File: config.mk
export PLATFORM = sky130hd
export DESIGN_NAME = i2q2_history
export DESIGN_NICKNAME = d
export VERILOG_FILES = /design/src/rtl/i2q2_history.sv
export SDC_FILE = /design/constraint.sdc
export NUM_CORES = 2
export LEC_CHECK = 0
export BUFFER_PORTS_ARGS = -buffer_cell sky130_fd_sc_hd__buf_4
export CORE_ASPECT_RATIO = 0.6
export CORE_MARGIN = 3
export CORE_UTILIZATION = 40
export DETAILED_ROUTE_END_ITERATION = 10
export SYNTH_ARGS = -nofsm -noshare
export SYNTH_HDL_FRONTEND = slang
export SYNTH_SLANG_ARGS = --single-unit
File: constraint.sdc
create_clock -name clk -period 12.6 [get_ports clk]
set_input_delay 3.15 -clock clk [delete_from_list [all_inputs] [get_ports clk]]
set_output_delay 3.15 -clock clk [all_outputs]
set_load 0.01 [all_outputs]
File: src/rtl/i2q2_history.sv
// Squares early/prompt/late correlator dumps with one shared multiplier and keeps
// the previous-epoch prompt and tracking-loop history for the discriminators.
module i2q2_history #(
    parameter int ACC_W = 18,
    parameter int IQ_W  = 18,
    parameter int WDF_W = 16
) (
    input  logic                     clk,
    input  logic                     reset,
    input  logic                     accumulation_complete,
    input  logic signed [ACC_W-1:0]  i_early,
    input  logic signed [ACC_W-1:0]  q_early,
    input  logic signed [ACC_W-1:0]  i_prompt,
    input  logic signed [ACC_W-1:0]  q_prompt,
    input  logic signed [ACC_W-1:0]  i_late,
    input  logic signed [ACC_W-1:0]  q_late,
    input  logic                     tracking_ready,
    input  logic        [IQ_W-1:0]   iq_prompt_k_in,
    input  logic signed [WDF_W-1:0]  w_df_kp1,
    input  logic signed [WDF_W-1:0]  w_df_dot_kp1,
    output logic                     i2q2_valid,
    output logic        [2*ACC_W-1:0] i2q2_early_k,
    output logic        [2*ACC_W-1:0] i2q2_prompt_k,
    output logic        [2*ACC_W-1:0] i2q2_late_k,
    output logic signed [ACC_W-1:0]  i_prompt_k,
    output logic signed [ACC_W-1:0]  q_prompt_k,
    output logic signed [ACC_W-1:0]  i_prompt_km1,
    output logic signed [ACC_W-1:0]  q_prompt_km1,
    output logic        [IQ_W-1:0]   iq_prompt_km1,
    output logic signed [WDF_W-1:0]  w_df_k,
    output logic signed [WDF_W-1:0]  w_df_dot_k,
    output logic                     busy,
    output logic                     overrun,
    output logic                     history_valid
);

    localparam int unsigned SQ_W   = 2 * ACC_W;
    localparam int unsigned STEP_W = 3;
    localparam logic [STEP_W-1:0] LAST_STEP = STEP_W'(5);

    typedef enum logic [1:0] {
        IDLE       = 2'd0,
        SQUARE     = 2'd1,
        WAIT_TRACK = 2'd2
    } state_t;

    state_t state_q, state_d;
    logic [STEP_W-1:0] step_q;

    logic signed [ACC_W-1:0] i_e_q, q_e_q, i_l_q, q_l_q;

    logic accept, commit, last_step, overrun_set;
    logic signed [ACC_W-1:0] mul_op;
    logic signed [SQ_W-1:0]  product;
    logic        [SQ_W-1:0]  square;

    // Next-state and control decode; dumps arriving outside IDLE only flag overrun.
    always_comb begin
        state_d     = state_q;
        accept      = 1'b0;
        commit      = 1'b0;
        last_step   = 1'b0;
        overrun_set = 1'b0;
        case (state_q)
            IDLE: begin
                if (accumulation_complete) begin
                    accept  = 1'b1;
                    state_d = SQUARE;
                end
            end
            SQUARE: begin
                overrun_set = accumulation_complete;
                if (step_q == LAST_STEP) begin
                    last_step = 1'b1;
                    state_d   = WAIT_TRACK;
                end
            end
            WAIT_TRACK: begin
                overrun_set = accumulation_complete;
                if (tracking_ready) begin
                    commit  = 1'b1;
                    state_d = IDLE;
                end
            end
            default: state_d = IDLE;
        endcase
    end

    // Shared squarer: operand order i_e, q_e, i_p, q_p, i_l, q_l.
    always_comb begin
        mul_op = q_l_q;
        case (step_q)
            3'd0:    mul_op = i_e_q;
            3'd1:    mul_op = q_e_q;
            3'd2:    mul_op = i_prompt_k;
            3'd3:    mul_op = q_prompt_k;
            3'd4:    mul_op = i_l_q;
            default: mul_op = q_l_q;
        endcase
        product = SQ_W'(mul_op) * SQ_W'(mul_op);
        square  = $unsigned(product);
    end

    always_ff @(posedge clk) begin
        if (reset) begin
            state_q <= IDLE;
        end else begin
            state_q <= state_d;
        end
    end

    always_ff @(posedge clk) begin
        if (reset) begin
            step_q        <= '0;
            i_e_q         <= '0;
            q_e_q         <= '0;
            i_l_q         <= '0;
            q_l_q         <= '0;
            i2q2_valid    <= 1'b0;
            i2q2_early_k  <= '0;
            i2q2_prompt_k <= '0;
            i2q2_late_k   <= '0;
            i_prompt_k    <= '0;
            q_prompt_k    <= '0;
            i_prompt_km1  <= '0;
            q_prompt_km1  <= '0;
            iq_prompt_km1 <= '0;
            w_df_k        <= '0;
            w_df_dot_k    <= '0;
            busy          <= 1'b0;
            overrun       <= 1'b0;
            history_valid <= 1'b0;
        end else begin
            i2q2_valid <= last_step;
            busy       <= (state_d != IDLE);
            if (overrun_set) begin
                overrun <= 1'b1;
            end

            if (accept) begin
                i_e_q         <= i_early;
                q_e_q         <= q_early;
                i_l_q         <= i_late;
                q_l_q         <= q_late;
                i_prompt_km1  <= i_prompt_k;
                q_prompt_km1  <= q_prompt_k;
                i_prompt_k    <= i_prompt;
                q_prompt_k    <= q_prompt;
                i2q2_early_k  <= '0;
                i2q2_prompt_k <= '0;
                i2q2_late_k   <= '0;
                step_q        <= '0;
            end else if (state_q == SQUARE) begin
                case (step_q[2:1])
                    2'd0:    i2q2_early_k  <= i2q2_early_k + square;
                    2'd1:    i2q2_prompt_k <= i2q2_prompt_k + square;
                    default: i2q2_late_k   <= i2q2_late_k + square;
                endcase
                if (!last_step) begin
                    step_q <= step_q + STEP_W'(1);
                end
            end

            if (commit) begin
                iq_prompt_km1 <= iq_prompt_k_in;
                w_df_k        <= w_df_kp1;
                w_df_dot_k    <= w_df_dot_kp1;
                history_valid <= 1'b1;
            end
        end
    end

endmodule

---- Yosys cells after proc, flatten, opt, wreduce, memory -nomap -nowiden ----
Cells that the tools add are included.
cells by class
  shift-type cells ........................ 0
  add/subtract/negate cells ............... 4
  multipliers ............................. 1
  reductions and logical operators ........ 11
  multiplexer cells ....................... 12
  order comparisons ....................... 0
  bitwise logic cells ..................... 2
  div/mod/pow operators ................... 0
  eq/ne operators ......................... 8
operator list
  operator             number
  $add 36x36->36       3
  $pmux 18 s5          1
  $mul 18x18->36       1
  $reduce_and 2->1     4
  $mux 1               7
  $eq 3x2->1 const B   2
  $eq 3x3->1 const B   2
  $mux 2               3
  $pmux 2 s3           1
  $reduce_or 2->1      3
  $eq 2x1->1 const B   2
  $logic_not 2->1      2
  $add 3x1->3 const B  1
  $eq 3x1->1 const B   1
  $logic_not 3->1      1
  $eq 2x2->1 const B   1
  $not 1->1            2
  $reduce_bool 2->1    1
word-level totals
  bits of input ports ..................... 162
  RAM bits ................................ 0
  logic and storage cells ................. 58
  memory bits (read-only) ................. 0
  latch bits .............................. 0
  memories kept ........................... 0
  register bits after elaboration ......... 311

---- Longest topological paths before layout ----
  depth after elaboration ................. 5
  gate-level depth with buffers ........... 46
  mapped depth without buffers ............ 43

---- Worst setup path before layout ----
Ideal clock, no wire load.
  path type ............................... reg2reg
  start point ............................. reg step_q[2]
  end point ............................... reg i2q2_late_k[34]
  period minus slack after synthesis ...... 9.785 ns
  slack ................................... 2.815 ns
  stages on the path, launching flop included .. 44
  required time ........................... 12.482 ns
  data arrival time ....................... 9.667 ns
  path buffers ............................ 5
  cell sequence ........................... dfxtp_1 clkbuf_1 inv_1 ha_1 clkbuf_1 nor2_1 o21ai_0 clkbuf_1 buf_2 mux2i_1 inv_1 buf_1 nand2_1 fa_1 inv_1 fa_1 inv_1 fa_1 (+8 left out) o21ai_0 a41oi_4 o21ai_0 a21o_1 a21o_1 a21oi_1 xnor2_1 ha_1 a21o_1 a21o_1 a211o_1 a31o_2 a41oi_2 o31ai_1 o41a_1 a31oi_1 xor2_1 o21ai_1
on the way
  cells in the longest elaborated chain, start to end .. 4
  elaborated cells on any way between the ends .. 13
  classes of those cells .................. add/sub (1); mul (1); eq/ne (5); mux (1); bitwise (1); reduce/logical (4)
ends and longest elaborated chain
  item                                                line  text
  start: declaration                                  48    logic [STEP_W-1:0] step_q;
  start signal: assignment                            160   step_q <= step_q + STEP_W'(1);
  $eq 3x3->1, or another cell as far along            92    case (step_q)
  $pmux 18 s5 or $reduce_or 2->1 (tied branches)      -
  $mul 18x18->36 or $not 1->1 (tied branches)         -
  $add 36x36->36 or $reduce_and 2->1 (tied branches)  -
  end signal: assignment                              157   default: i2q2_late_k <= i2q2_late_k + square;
  end: declaration                                    24    output logic [2*ACC_W-1:0] i2q2_late_k,
Several ways; a longest one is shown, not always the timed one.
A chain may end at the register's enable or synchronous reset.

---- Final worst setup path ----
  start point ............................. reg step_q[2]
  end point ............................... reg i2q2_prompt_k[35]
on the way
  cells in the longest elaborated chain, start to end .. 4
  elaborated cells on any way between the ends .. 10
  classes of those cells .................. add/sub (1); mul (1); eq/ne (5); mux (1); reduce/logical (2)
ends and longest elaborated chain
  item                                      line  text
  $eq 3x3->1, or another cell as far along  92
  $pmux 18 s5                               92
  $mul 18x18->36                            100   product = SQ_W'(mul_op) * SQ_W'(mul_op);
  $add 36x36->36                            156   2'd1: i2q2_prompt_k <= i2q2_prompt_k + square;
  end signal: assignment                    156
  end: declaration                          23    output logic [2*ACC_W-1:0] i2q2_prompt_k,
Several ways; a longest one is shown, not always the timed one.

==> results.tsv <==
stage	metric	value	unit
die	Core Region	67000	um2
logic_synthesis	Async S/R FF share, synth	0	%
timing	Max Clk Rate	85.6	MHz
finish	fraction of final layout cells with drive strength greater than 1	14.6	%
route	WL final	85600	um
placement	count of buffers inserted at the top-level ports	395	
logic_synthesis	syn nets	4016	
global_route	pin count of the biggest net entering global routing	106	
outcome	run status	finished clean	
power_and_ir_drop	static leakage	0.0156	uW
finish	Layout Cell Area excl Fill	32400	um2
timing	fin crit share	92.7	%
timing	relative slew slack	26.9	%
timing	Post-Route Hold Slack	0.453	ns
finish	Total Nets Final	4349	
global_route	number of antenna violations at the first check in global routing	2	
global_route	wire length of the first global-routing pass	136000	um
logic_synthesis	Synth area leaders	sky130_fd_sc_hd__dfxtp_1 23%, sky130_fd_sc_hd__fa_1 22%, sky130_fd_sc_hd__ha_1 11%	
timing	max-slew violation count	0	
die	ports placed on the boundary	396	
logic_synthesis	synthesized netlist cell count	3328	
setup_path	longest individual stage delay on the worst path	0.72	ns
logic_synthesis	synthesized area divided by synthesized cell count	8.23	um2
logic_synthesis	number of storage elements in the synthesis netlist	311	
route	First DRT Iteration DRCs	1825	
timing	worst clock skew on the final layout	0.0317	ns
cts	clock buffers created by TritonCTS	35	
die	area enclosed by the die boundary	71700	um2
cts	TritonCTS clock tree	built	
cts	number of buffers inserted by hold repair at cts	0	
timing	minimum clock period	11.69	ns
cts	clk buf depth	3	
timing	unrepaired setup endpoints after global routing	no	
placement	Placement Cell Area	31300	um2
route	Via density	5.11	
die	row cnt	73	
cts	maximum level of the CTS H-tree	2	
setup_path	crit-path max FO	27	
min_path	min-delay worst type	reg2reg	
setup_path	Setup Crit Path Kind	reg2reg	
finish	register area	6230	um2
cts	clock transition at the registers of the reported paths	0.06	ns
logic_synthesis	sequential area share after synthesis	22.7	%
cts	Root Driver	sky130_fd_sc_hd__clkbuf_16	
finish	number of fill cells	6590	
logic_synthesis	Cell Area, Synth	27400	um2
cts	number of buffers added for setup after CTS	0	
global_route	number of global-route vias before repair	22900	
setup_path	Most common cell on crit path	sky130_fd_sc_hd__inv_1	
logic_synthesis	top-count cell post-synth	sky130_fd_sc_hd__nand2_1	
route	DR DRC count	0	
global_route	Overall Global Routing Usage	24.0	%
setup_path	data arrival time of the critical path	12.17	ns
finish	Area growth syn-to-layout	18.3	%
timing	slew at the pin closest to its max-slew limit	1.10	ns
die	initial core utilization	40.9	%
timing	final setup TNS	0	ns
logic_synthesis	yosys synthesis warning count	0	
die	floorplan die width	344	um
logic_synthesis	library cell with the largest summed area after synthesis	sky130_fd_sc_hd__dfxtp_1	
placement	detailed placement HPWL	68400	um
global_route	leftover overflow at the end of global routing	0	
logic_synthesis	Synth top cells by count	683 x sky130_fd_sc_hd__nand2_1, 464 x sky130_fd_sc_hd__inv_1, 385 x sky130_fd_sc_hd__a21oi_1, 311 x sky130_fd_sc_hd__dfxtp_1, 296 x sky130_fd_sc_hd__fa_1	
finish	area occupied by multi-input gates	18900	um2
logic_synthesis	number of enable flip-flop cells after synthesis	0	
timing	final setup violation count	0	
setup_path	crit end category	register	
logic_synthesis	distinct cell type count of the synthesized netlist	82	
cts	quantity of gates resized following cts	0	
route	detailed-routing iteration count for the pre-antenna-repair pass	6	
cts	clock latency of the later-clocked register in the worst-skew pair	0.56	ns
die	die extent in y	209	um
placement	final RePlAce weighted congestion	0.927	
flow_run	Maximum Capacitance Violations	0	
logic_synthesis	post-synth top area share	22.7	%
logic_synthesis	Synth Flop Type	sky130_fd_sc_hd__dfxtp_1	
setup_path	Critical Path Source Type	register	
setup_path	critical path data required time	13.09	ns
timing	Final Hold Fails	0	
power_and_ir_drop	P per Cell Area	129	nW/um2
power_and_ir_drop	worst vdd ir	0.0000878	V
route	residual antenna-violating net count after detailed routing	0	
route	per-cell routed wire length	18.7	um
setup_path	critical path's slowest cell	sky130_fd_sc_hd__mux2i_1	
cts	clock net sink count	311	
route	count of vias placed by the detailed router	23400	
report_power, final:
group          switching [uW]  internal (uW)  total [uW]
registers                37.5           1020        1060
clock network             430            604        1030
logic                    1290            786        2080
total                    1760           2410        4170
per-layer routing:
metal	global-route usage, %	vias to the layer above	routed length [um]
li1	-	11500	-
met1	38.1	11100	43500
met2	33.3	702	34500
met3	5.55	68	6590
met4	3.44	0	996
met5	0	-	0
logic make-up (layout without fill, tap and decap cells):
kind of cell	Yosys count	count (layout)	share of synthesized area, %
DFF	311	311	22.7
AOI/OAI and AO/OA	745	745	17.0
and+or+nand+nor	990	990	14.8
other	0	2	0
muxes	21	21	0.818
buffers and inverters	603	958	8.28
xor gates and xnor gates	132	132	4.25
adders and majority gates	526	526	32.2
metrics by stage:
step | utilization, % | std cells | power (uW) | worst slack [ns]
6_report | 48.4 | 4585 | 4170 | 0.914
5_1_grt | 48.4 | 4585 | 4470 | 0.134
4_1_cts | 48.4 | 4583 | 4170 | 1.01
3_5_place_dp | 46.7 | 4524 | 3090 | 1.02
3_3_place_gp | 46.7 | 4524 | 3120 | 1.07
2_1_floorplan | - | 3328 | 2470 | 2.81
state kept, by name, summed over array words and instances, names as in the netlist, 2 cells and up:
signal,flops
i2q2_early_k,36
i2q2_late_k,36
i2q2_prompt_k,36
i_e_q,18
i_l_q,18
i_prompt_k,18
i_prompt_km1,18
iq_prompt_km1,18
q_e_q,18
q_l_q,18
q_prompt_k,18
q_prompt_km1,18
state_q,2
step_q,3
w_df_dot_k,16
w_df_k,16
final cells by class:
| cell class | instances | area share, % |
|---|---|---|
| sequential | 311 | 19.2 |
| clock buffer | 52 | 3.15 |
| clock inverter | 7 | 0.332 |
| inverter | 470 | 5.45 |
| timing repair buffer | 429 | 9.95 |
| antenna | 2 | 0.0155 |
| multi-input combinational | 2414 | 58.4 |
| tap | 900 | 3.48 |
placed cells by master (no fill, tap or decap), drive strengths merged, types with 37 or more instances in the layout:
master / Yosys / routed
o21ai: 87 / 87
clkbuf: 116 / 52
dfxtp: 311 / 311
xnor2: 95 / 95
inv: 465 / 468
nand3: 38 / 38
ha: 230 / 230
a21o: 71 / 71
fa: 296 / 296
buf: 17 / 429
xor2: 37 / 37
nand2: 683 / 683
nor2: 162 / 162
a21oi: 387 / 387
final timing paths:
check                      endpoint  slack [ns]  depth (start not counted)       from
setup / recovery  i2q2_prompt_k[35]        0.91                         38  step_q[2]
hold / removal            w_df_k[0]        0.45                          2  w_df_k[0]
setup reg to reg  i2q2_prompt_k[35]        0.91                         38  step_q[2]
hold reg to reg           w_df_k[0]        0.45                          2  w_df_k[0]
critical path, delay by kind of cell, from the launching register on:
kind | cells | cell delay (ns)
fa+ha+maj | 9 | 4.40
buf+inv | 8 | 1.28
flops | 1 | 0.31
simple gates | 5 | 1.03
xor+xnor | 1 | 0.62
mux | 1 | 0.72
compound gates | 14 | 3.27
No activity file was read; power rests on OpenSTA's default activity.
